`src/rtl/daq_read_sequencer.sv`:
```
// Read-command sequencer for wb_master_interface: issues base/stride/count single reads
// one at a time and buffers the returned words in a first-word-fall-through FIFO.
module daq_read_sequencer #(
  parameter int unsigned dw      = 32,
  parameter int unsigned aw      = 32,
  parameter int unsigned FIFO_AW = 4
) (
  input  logic                 wb_clk,
  input  logic                 wb_rst,
  input  logic                 cfg_go,
  input  logic                 cfg_abort,
  input  logic [aw-1:0]        cfg_base,
  input  logic [aw-1:0]        cfg_stride,
  input  logic [15:0]          cfg_count,
  input  logic [3:0]           cfg_sel,
  output logic                 start,
  output logic [aw-1:0]        address,
  output logic [3:0]           selection,
  output logic                 write,
  output logic [dw-1:0]        data_wr,
  input  logic [dw-1:0]        data_rd,
  input  logic                 active,
  input  logic                 fifo_rd_en,
  output logic [dw-1:0]        fifo_rd_data,
  output logic                 fifo_empty,
  output logic [FIFO_AW:0]     fifo_level,
  output logic                 busy,
  output logic                 done
);

  localparam int unsigned CW         = 16;
  localparam int unsigned LW         = FIFO_AW + 1;
  localparam int unsigned FIFO_DEPTH = 1 << FIFO_AW;
  localparam logic [LW-1:0] DEPTH_L  = LW'(FIFO_DEPTH);

  typedef enum logic [1:0] {
    S_IDLE,
    S_ISSUE,
    S_WAIT_ACT,
    S_WAIT_DONE
  } state_t;

  state_t              r_state;
  logic [aw-1:0]       r_addr;
  logic [aw-1:0]       r_stride;
  logic [3:0]          r_sel;
  logic [CW-1:0]       r_remaining;
  logic                r_abort_pend;
  logic                r_start;
  logic [aw-1:0]       r_address;
  logic [3:0]          r_selection;
  logic                r_busy;
  logic                r_done;

  state_t              w_state_nxt;
  logic [aw-1:0]       w_addr_nxt;
  logic [aw-1:0]       w_stride_nxt;
  logic [3:0]          w_sel_nxt;
  logic [CW-1:0]       w_rem_nxt;
  logic                w_abort_nxt;
  logic                w_abort_seen;
  logic                w_start_nxt;
  logic [aw-1:0]       w_address_nxt;
  logic [3:0]          w_selection_nxt;
  logic                w_busy_nxt;
  logic                w_done_nxt;
  logic                w_push;
  logic                w_pop;

  logic [dw-1:0]       r_mem [0:FIFO_DEPTH-1];
  logic [FIFO_AW-1:0]  r_wr_ptr;
  logic [FIFO_AW-1:0]  r_rd_ptr;
  logic [LW-1:0]       r_level;
  logic                r_empty;
  logic [LW-1:0]       w_level_nxt;

  // State and registered command outputs
  always_ff @(posedge wb_clk or negedge wb_rst) begin
    if (!wb_rst) begin
      r_state      <= S_IDLE;
      r_addr       <= '0;
      r_stride     <= '0;
      r_sel        <= '0;
      r_remaining  <= '0;
      r_abort_pend <= 1'b0;
      r_start      <= 1'b0;
      r_address    <= '0;
      r_selection  <= '0;
      r_busy       <= 1'b0;
      r_done       <= 1'b0;
    end else begin
      r_state      <= w_state_nxt;
      r_addr       <= w_addr_nxt;
      r_stride     <= w_stride_nxt;
      r_sel        <= w_sel_nxt;
      r_remaining  <= w_rem_nxt;
      r_abort_pend <= w_abort_nxt;
      r_start      <= w_start_nxt;
      r_address    <= w_address_nxt;
      r_selection  <= w_selection_nxt;
      r_busy       <= w_busy_nxt;
      r_done       <= w_done_nxt;
    end
  end

  // Next-state and next-output logic
  always_comb begin
    w_state_nxt     = r_state;
    w_addr_nxt      = r_addr;
    w_stride_nxt    = r_stride;
    w_sel_nxt       = r_sel;
    w_rem_nxt       = r_remaining;
    w_abort_seen    = r_abort_pend | cfg_abort;
    w_abort_nxt     = w_abort_seen;
    w_start_nxt     = 1'b0;
    w_address_nxt   = r_address;
    w_selection_nxt = r_selection;
    w_done_nxt      = 1'b0;
    w_push          = 1'b0;

    unique case (r_state)
      S_IDLE: begin
        w_abort_nxt     = 1'b0;
        w_address_nxt   = '0;
        w_selection_nxt = '0;
        if (cfg_go) begin
          w_addr_nxt   = cfg_base;
          w_stride_nxt = cfg_stride;
          w_sel_nxt    = cfg_sel;
          w_rem_nxt    = cfg_count;
          if (cfg_count == '0) begin
            w_done_nxt = 1'b1;
          end else begin
            w_state_nxt = S_ISSUE;
          end
        end
      end

      S_ISSUE: begin
        w_address_nxt   = '0;
        w_selection_nxt = '0;
        if (w_abort_seen) begin
          w_state_nxt = S_IDLE;
          w_done_nxt  = 1'b1;
        end else if (r_level < DEPTH_L) begin
          // Issue only when the returned word is guaranteed a FIFO slot
          w_start_nxt     = 1'b1;
          w_address_nxt   = r_addr;
          w_selection_nxt = r_sel;
          w_state_nxt     = S_WAIT_ACT;
        end
      end

      S_WAIT_ACT: begin
        if (active) begin
          w_state_nxt = S_WAIT_DONE;
        end
      end

      S_WAIT_DONE: begin
        if (!active) begin
          w_push          = 1'b1;
          w_rem_nxt       = r_remaining - CW'(1);
          w_addr_nxt      = r_addr + r_stride;
          w_address_nxt   = '0;
          w_selection_nxt = '0;
          if ((w_rem_nxt == '0) || w_abort_seen) begin
            w_state_nxt = S_IDLE;
            w_done_nxt  = 1'b1;
          end else begin
            w_state_nxt = S_ISSUE;
          end
        end
      end

      default: begin
        w_state_nxt = S_IDLE;
      end
    endcase

    w_busy_nxt = (w_state_nxt != S_IDLE);
  end

  assign w_pop       = fifo_rd_en & ~r_empty;
  assign w_level_nxt = r_level + LW'(w_push) - LW'(w_pop);

  // FIFO pointers and occupancy
  always_ff @(posedge wb_clk or negedge wb_rst) begin
    if (!wb_rst) begin
      r_wr_ptr <= '0;
      r_rd_ptr <= '0;
      r_level  <= '0;
      r_empty  <= 1'b1;
    end else begin
      if (w_push) begin
        r_wr_ptr <= r_wr_ptr + FIFO_AW'(1);
      end
      if (w_pop) begin
        r_rd_ptr <= r_rd_ptr + FIFO_AW'(1);
      end
      r_level <= w_level_nxt;
      r_empty <= (w_level_nxt == '0);
    end
  end

  // FIFO storage, no reset needed: reads are gated by r_empty
  always_ff @(posedge wb_clk) begin
    if (w_push) begin
      r_mem[r_wr_ptr] <= data_rd;
    end
  end

  assign fifo_rd_data = r_empty ? '0 : r_mem[r_rd_ptr];
  assign fifo_empty   = r_empty;
  assign fifo_level   = r_level;
  assign start        = r_start;
  assign address      = r_address;
  assign selection    = r_selection;
  assign busy         = r_busy;
  assign done         = r_done;
  assign write        = 1'b0;
  assign data_wr      = '0;

endmodule
```
`config.mk`:
```
export PLATFORM = sky130hd
export DESIGN_NAME = daq_read_sequencer
export DESIGN_NICKNAME = d
export VERILOG_FILES = /design/src/rtl/daq_read_sequencer.sv
export SDC_FILE = /design/constraint.sdc
export NUM_CORES = 1
export LEC_CHECK = 0
export BUFFER_PORTS_ARGS = -buffer_cell sky130_fd_sc_hd__buf_4
export CAP_MARGIN = 5
export CORE_MARGIN = 5
export CORE_UTILIZATION = 25
export CTS_BUF_LIST = sky130_fd_sc_hd__clkbuf_4
export DETAILED_ROUTE_END_ITERATION = 12
export PLACE_DENSITY = 0.48
export SLEW_MARGIN = 20
export SYNTH_ARGS = -nofsm -noshare
export SYNTH_HDL_FRONTEND = slang
export SYNTH_SLANG_ARGS = --single-unit
```
`constraint.sdc`:
```
create_clock -name wb_clk -period 5.15 [get_ports wb_clk]
set_input_delay 0.515 -clock wb_clk [delete_from_list [all_inputs] [get_ports wb_clk]]
set_output_delay 0.515 -clock wb_clk [all_outputs]
set_load 0.01 [all_outputs]
```
==> results of run 1 <==
timing repair:
action,4_1_cts,5_1_grt
hold buffers,123,0
hold endpoints to repair,699,0
resized for setup,0,0
metal layers:
metal / global-route usage (%) / wire length [um] / up-vias / share of wire (%)
li1: - / - / 7393 / -
met1: 16.4 / 32400 / 8555 / 43
met2: 21.3 / 36800 / 488 / 49
met3: 3.65 / 4630 / 126 / 6.1
met4: 4.34 / 1650 / 4 / 2.2
met5: 0 / 27 / - / 0.036
power groups by stage:
stage / combinational [mW] / clock (mW) / sequential (mW)
after global routing: 7.47 / 5.07 / 7.01
after detailed placement: 6.81 / 0 / 7.04
after global placement: 6.77 / 0 / 7.02
final: 6.80 / 4.57 / 6.91
after CTS: 6.94 / 4.79 / 6.93
after floorplan: 4.83 / 0 / 6.59
cell usage after synthesis (all sizes together), types with 19 or more instances:
cell | n | share of area [%]
nand2 | 160 | 2.2
nor2b | 35 | 0.80
nor2 | 63 | 0.86
clkbuf | 75 | 1.0
a22o | 36 | 1.2
dfrtp | 139 | 13
and2 | 19 | 0.43
edfxtp | 512 | 56
inv | 24 | 0.33
buf | 47 | 1.1
xnor2 | 26 | 0.83
ha | 43 | 2.0
o21ai | 59 | 1.1
a21oi | 86 | 1.6
mux4 | 160 | 13
flip-flops by register name, indices dropped and copies added, names as in the netlist:
register / flops
r_wr_ptr: 4
r_mem: 512
fifo_empty: 1
done: 1
r_remaining: 16
r_addr: 32
fifo_level: 5
r_abort_pend: 1
busy: 1
r_state: 2
selection: 4
address: 32
start: 1
r_rd_ptr: 4
r_stride: 32
r_sel: 4
cell families after synthesis:
kind of cell    synth area share [%]
compound gates                  6.02
xor+xnor                        1.25
fa+ha+maj                       2.11
buf+inv                         2.50
flops                           69.0
mux                             13.2
other cells                   0.0137
simple gates                    5.92
final cells by class:
| type | count | area, um^2 | area share (%) |
|---|---|---|---|
| multi-input cells | 880 | 7990 | 23.5 |
| clock buffers | 252 | 1890 | 5.56 |
| inverters | 24 | 90.1 | 0.265 |
| repair buffers | 360 | 3040 | 8.93 |
| flip-flops and latches | 652 | 18900 | 55.5 |
| clock inverters | 62 | 345 | 1.01 |
| diodes | 7 | 17.5 | 0.0515 |
| well taps | 1414 | 1770 | 5.20 |
final timing paths:
kind                               endpoint  depth (start not counted)
max                        fifo_rd_data[15]                          5
min                             address[23]                          2
max reg2reg                            busy                         10
min reg2reg                    r_stride[10]                          2
max in group asynchronous   r_remaining[11]                          3
min in group wb_clk                r_sel[3]                          4
==> impl_metrics.env, run 1 <==
export IMPL_status="finished, final reports clean"
export IMPL_numCtsBuffers=180
export IMPL_synthArstFlopShare_pct=21.5
export IMPL_die_h_um=341
export IMPL_critPathTopFamily="multiplexers"
export IMPL_grt_pass1_vias=18200
export IMPL_p_int_mw=11.8
export IMPL_maxCapViolCount=0
export IMPL_clk_insertion_delay_late_ns=0.99
export IMPL_nets=2265
export IMPL_final_area_mm2=0.0340
export IMPL_clock_path_buffers=3
export IMPL_vias=16600
export IMPL_irDropWorstVdd_uv=264
export IMPL_path_cells="buf_4 -> mux4_2 -> mux4_2 -> nor2b_1 -> buf_4"
export IMPL_routed_via_density=4.54
export IMPL_yosysWarningCount=0
export IMPL_antenna_found_initial=7
export IMPL_drt_iter0_drc=863
export IMPL_post_cts_setup_buffers=0
export IMPL_p_per_area_mw_per_mm2=537
export IMPL_ant_nets=0
export IMPL_num_rows=121
export IMPL_post_route_period_util_pct=84.9
export IMPL_p_leak_nw=12.4
export IMPL_p_clk_share_pct=25.0
export IMPL_p_switching_mw=6.44
export IMPL_cp_required_ns=4.64
export IMPL_start_kind="flop"
export IMPL_setup_tns_ns=0
export IMPL_final_cells=3651
export IMPL_place_ws_ns=1.65
export IMPL_maxSlewHeadroom_pct=32.9
export IMPL_worstPathArrival_ns=3.86
export IMPL_hold_viol_final=0
export IMPL_layout_commonest_cell="edfxtp_1"
export IMPL_rsz0062_at_grt="false"
export IMPL_layout_drive_gt1_share_pct=31.9
export IMPL_crit_path_end_kind="primary output"
export IMPL_cts_tree="built"
export IMPL_htreeDepth=4
export IMPL_ys_ff_latch=652
export IMPL_syn_cell_area_mm2=0.0274
export IMPL_worst_slew_pin_slew_ns=1.01
export IMPL_path_clk_slew_ns=0.07
export IMPL_gp_congestion=0.806
export IMPL_hold_path_class="in -> async"
export IMPL_die_area_mm2=0.116
export IMPL_chipWidth_um=341
export IMPL_grt_overflow=0
export IMPL_seqPwrFrac_pct=37.8
export IMPL_dp_cells=3207
export IMPL_seq_area_frac_synth_pct=69.0
export IMPL_crit_fanout=36
export IMPL_firstDrtPassIters=7
export IMPL_critPathMaxStageDelay_ns=0.93
export IMPL_grt_usage_pct=12.9
export IMPL_synth_edf_count=512
export IMPL_combPwrFrac_pct=37.2
export IMPL_crit_start="r_rd_ptr[0]"
export IMPL_cp_slowest_cell="dfrtp_4"
export IMPL_power_total_mw=18.3
export IMPL_mostFrequentLayoutCells="512 x edfxtp_1, 252 x clkbuf_4, 234 x buf_4, 160 x mux4_2, 158 x nand2_1"
export IMPL_crit_type="reg -> out"
export IMPL_slew_violations=0
export IMPL_ys_types=68
export IMPL_synthFlopType="edfxtp_1"
export IMPL_wl_per_cell_um=20.7
export IMPL_clock_root_buffer="clkbuf_4"
export IMPL_avgSynthCellArea_um2=16.6
export IMPL_setup_viol=0
export IMPL_p_sw_share_pct=35.2
export IMPL_finish_utilization_pct=31.3
export IMPL_io_pins=232
export IMPL_placed_cell_area_mm2=0.0305
export IMPL_grt_max_degree=95
export IMPL_io_buffers=198
export IMPL_core_area_mm2=0.109
export IMPL_start_util_pct=25.2
export IMPL_r2r_slack_ns=1.56
export IMPL_r2r_start="r_remaining[0]"
export IMPL_n_fill_cell=10700
export IMPL_holdWs_ns=0.190
export IMPL_worst_slack_ns=0.778
export IMPL_grt_pass1_wl_um=114000
export IMPL_final_min_clock_period_ns=4.37
export IMPL_skew_ns=0.0385
export IMPL_drt_total_wl_um=75500
export IMPL_area_growth_pct=24.3
export IMPL_synthCells=1646
export IMPL_cts_sinks=652
export IMPL_post_dp_hpwl_um=45800
export IMPL_crit_buf_inv=2
export IMPL_drc_errors=0
export IMPL_fmax_mhz=229
No activity file was read; power rests on OpenSTA's default activity.
==> inputs of run 2 (changes only) <==
--- a/config.mk
+++ b/config.mk
@@ -5,13 +5,14 @@
 export SDC_FILE = /design/constraint.sdc
 export NUM_CORES = 1
 export LEC_CHECK = 0
+export ABC_AREA = 1
 export BUFFER_PORTS_ARGS = -buffer_cell sky130_fd_sc_hd__buf_4
 export CAP_MARGIN = 5
 export CORE_MARGIN = 5
 export CORE_UTILIZATION = 25
 export CTS_BUF_LIST = sky130_fd_sc_hd__clkbuf_4
 export DETAILED_ROUTE_END_ITERATION = 12
-export PLACE_DENSITY = 0.48
+export PLACE_DENSITY = 0.49
 export SLEW_MARGIN = 20
 export SYNTH_ARGS = -nofsm -noshare
 export SYNTH_HDL_FRONTEND = slang
==> constraint.sdc (replaced) <==
create_clock -name wb_clk -period 3.7 [get_ports wb_clk]
set_input_delay 0.37 -clock wb_clk [delete_from_list [all_inputs] [get_ports wb_clk]]
set_output_delay 0.37 -clock wb_clk [all_outputs]
set_load 0.01 [all_outputs]
==> run 2 against run 1 <==
- utilization up 0.16 points
- sequential power up 33%
- sequential cell count unchanged
- via count up 29%
- critical path depth up 3
- register-to-register slack worse by 0.58 ns
- first-iteration DRC count up 60%
- final area up 5.3%
- global-route usage up 1.2 points
- synthesized cell count up 52%
==> impl_metrics.env, run 2 <==
export IMPL_status="finished, final reports clean"
export IMPL_path_clk_slew_ns=0.06
export IMPL_maxCapViolCount=0
export IMPL_ys_types=48
export IMPL_holdWs_ns=0.151
export IMPL_slew_violations=0
export IMPL_grt_pass1_wl_um=132000
export IMPL_vias=21300
export IMPL_crit_path_end_kind="primary output"
export IMPL_nets=3121
export IMPL_finish_utilization_pct=31.4
export IMPL_io_pins=232
export IMPL_wl_per_cell_um=19.2
export IMPL_netlist_top_cells_count="512 x edfxtp_1, 400 x nor2_1, 306 x o21ai_0"
export IMPL_clk_insertion_delay_late_ns=1.04
export IMPL_worst_slew_pin_slew_ns=0.868
export IMPL_synth_top_area_share_pct=53.7
export IMPL_synth_most_common_cell="edfxtp_1"
export IMPL_gp_congestion=0.813
export IMPL_seq_area_frac_synth_pct=65.9
export IMPL_grt_usage_pct=14.2
export IMPL_syn_cell_area_mm2=0.0286
export IMPL_hold_viol_final=0
export IMPL_power_total_mw=27.6
export IMPL_drc_errors=0
export IMPL_start_util_pct=25.1
export IMPL_setup_tns_ns=0
export IMPL_clock_root_buffer="clkbuf_4"
export IMPL_antenna_found_initial=12
export IMPL_mostFrequentLayoutCells="512 x edfxtp_1, 384 x nor2_1, 306 x o21ai_0, 300 x nand2_1, 252 x clkbuf_4"
export IMPL_core_area_mm2=0.114
export IMPL_die_h_um=349
export IMPL_fmax_mhz=285
export IMPL_synthArstFlopShare_pct=21.5
export IMPL_grt_max_degree=131
export IMPL_synthTopCellsByArea="edfxtp_1 54%, dfrtp_1 12%, o21ai_0 5.3%"
export IMPL_setup_viol=0
export IMPL_skew_ns=0.0763
export IMPL_regMostFlops="r_mem"
export IMPL_cts_sinks=652
export IMPL_worst_slack_ns=0.190
export IMPL_drt_total_wl_um=88400
export IMPL_largest_reg_flops=512
export IMPL_chipWidth_um=349
export IMPL_hold_path_class="in -> reg"
export IMPL_ant_nets=0
export IMPL_num_rows=124
export IMPL_crit_type="reg -> out"
export IMPL_place_ws_ns=0.856
export IMPL_numCtsBuffers=175
export IMPL_rsz0062_at_grt="false"
export IMPL_final_min_clock_period_ns=3.51
export IMPL_die_area_mm2=0.121
export IMPL_worstPathArrival_ns=3.14
export IMPL_post_route_period_util_pct=94.9
export IMPL_htreeDepth=4
export IMPL_grt_pass1_vias=21600
export IMPL_routed_via_density=4.63
export IMPL_synthFlopType="edfxtp_1"
export IMPL_ys_ff_latch=652
export IMPL_area_growth_pct=25.1
export IMPL_synthCells=2507
export IMPL_synth_edf_count=512
export IMPL_drt_iter0_drc=1379
export IMPL_p_leak_nw=13.3
export IMPL_p_per_area_mw_per_mm2=770
export IMPL_cp_required_ns=3.33
export IMPL_layout_drive_gt1_share_pct=20.0
export IMPL_crit_fanout=54
export IMPL_start_kind="flop"
export IMPL_synth_top_cell_by_area="edfxtp_1"
export IMPL_firstDrtPassIters=5
export IMPL_yosysWarningCount=0
export IMPL_cts_tree="built"
export IMPL_avgSynthCellArea_um2=11.4
export IMPL_layout_commonest_cell="edfxtp_1"
export IMPL_maxSlewHeadroom_pct=42.1
export IMPL_grt_overflow=0
export IMPL_io_buffers=198
export IMPL_post_dp_hpwl_um=49800
export IMPL_clock_path_buffers=3
export IMPL_irDropWorstVdd_uv=438
## run 2: cell count changes after synthesis, sizes merged, moves of 35 or more
cell	delta
o211ai	+44
nor2	+348
mux4	-160
o21ai	+269
inv	+66
a22o	-36
nor2b	-35
o22ai	+42
buf	+48
o221ai	+86
nand3	+113
nand2	+146
## run 2: final timing paths
path,startpoint,end,slack (ns),cells past startpoint
worst max register to register,r_addr[0],r_addr[22],0.98,13
worst min-delay path,cfg_base[9],r_addr[9],0.15,4
worst min register to register,address[31],address[31],0.48,2
max in group asynchronous,wb_rst,r_state[1],2.74,4
min in group asynchronous,wb_rst,fifo_empty,0.52,3
worst max-delay path,r_rd_ptr[0],fifo_rd_data[20],0.19,8
## run 2: cells by family after synthesis
logic type	after synthesis	share of synthesized area [%]
buf+inv	267	4.79
flops	652	65.9
fa+ha+maj	45	2.02
other cells	1	0.0131
compound gates	610	12.6
xor+xnor	26	0.795
mux	35	1.38
simple gates	871	12.5
## run 2: area by class of cell
class	count	area (um^2)
Clock inverter	51	320
Timing Repair Buffer	415	3760
Sequential cell	652	18900
Tap cell	1512	1890
Clock buffer	252	1890
Antenna cell	10	25.0
Multi-Input combinational cell	1620	8680
Inverter	90	369
Fill cell	11700	78200
## run 2: repair_timing
action	CTS	global route
resized for setup	16	6
endpoints found under the hold margin	775	0
hold buffers	152	0
gates cloned	0	2
buffers inserted	1	3
setup endpoints to repair	32	17
## run 2: worst max-delay path, cell delays in order (launching register included)
cell and delay [ns]:
dfrtp_4 0.50, buf_12 0.17, clkinv_16 0.14, buf_12 0.24
o21ai_0 0.10, o221ai_1 0.20, nand3_1 0.14, a21oi_1 0.37
buf_4 0.20
## run 2: metrics by stage
step | cell area, um^2 | std cells
4_1_cts | 35700 | 4587
3_5_place_dp | 31900 | 4131
5_1_grt | 35800 | 4598
6_report | 35800 | 4602
3_3_place_gp | 31900 | 4131
2_1_floorplan | 28800 | 2539
## run 2: routing by layer
layer	wire [um]	GRT usage [%]	vias to the layer above
li1	-	-	10000
met1	39800	18.8	10500
met2	41600	23.0	639
met3	4840	2.89	150
met4	2150	5.02	8
met5	48	0	-
## run 2: report_power, final
| group | internal, mW | leakage [nW] | switching (mW) | total (mW) |
|---|---|---|---|---|
| clock network | 3.29 | 1.31 | 3.11 | 6.40 |
| logic | 4.22 | 5.68 | 7.75 | 12.0 |
| registers | 8.63 | 6.34 | 0.586 | 9.22 |
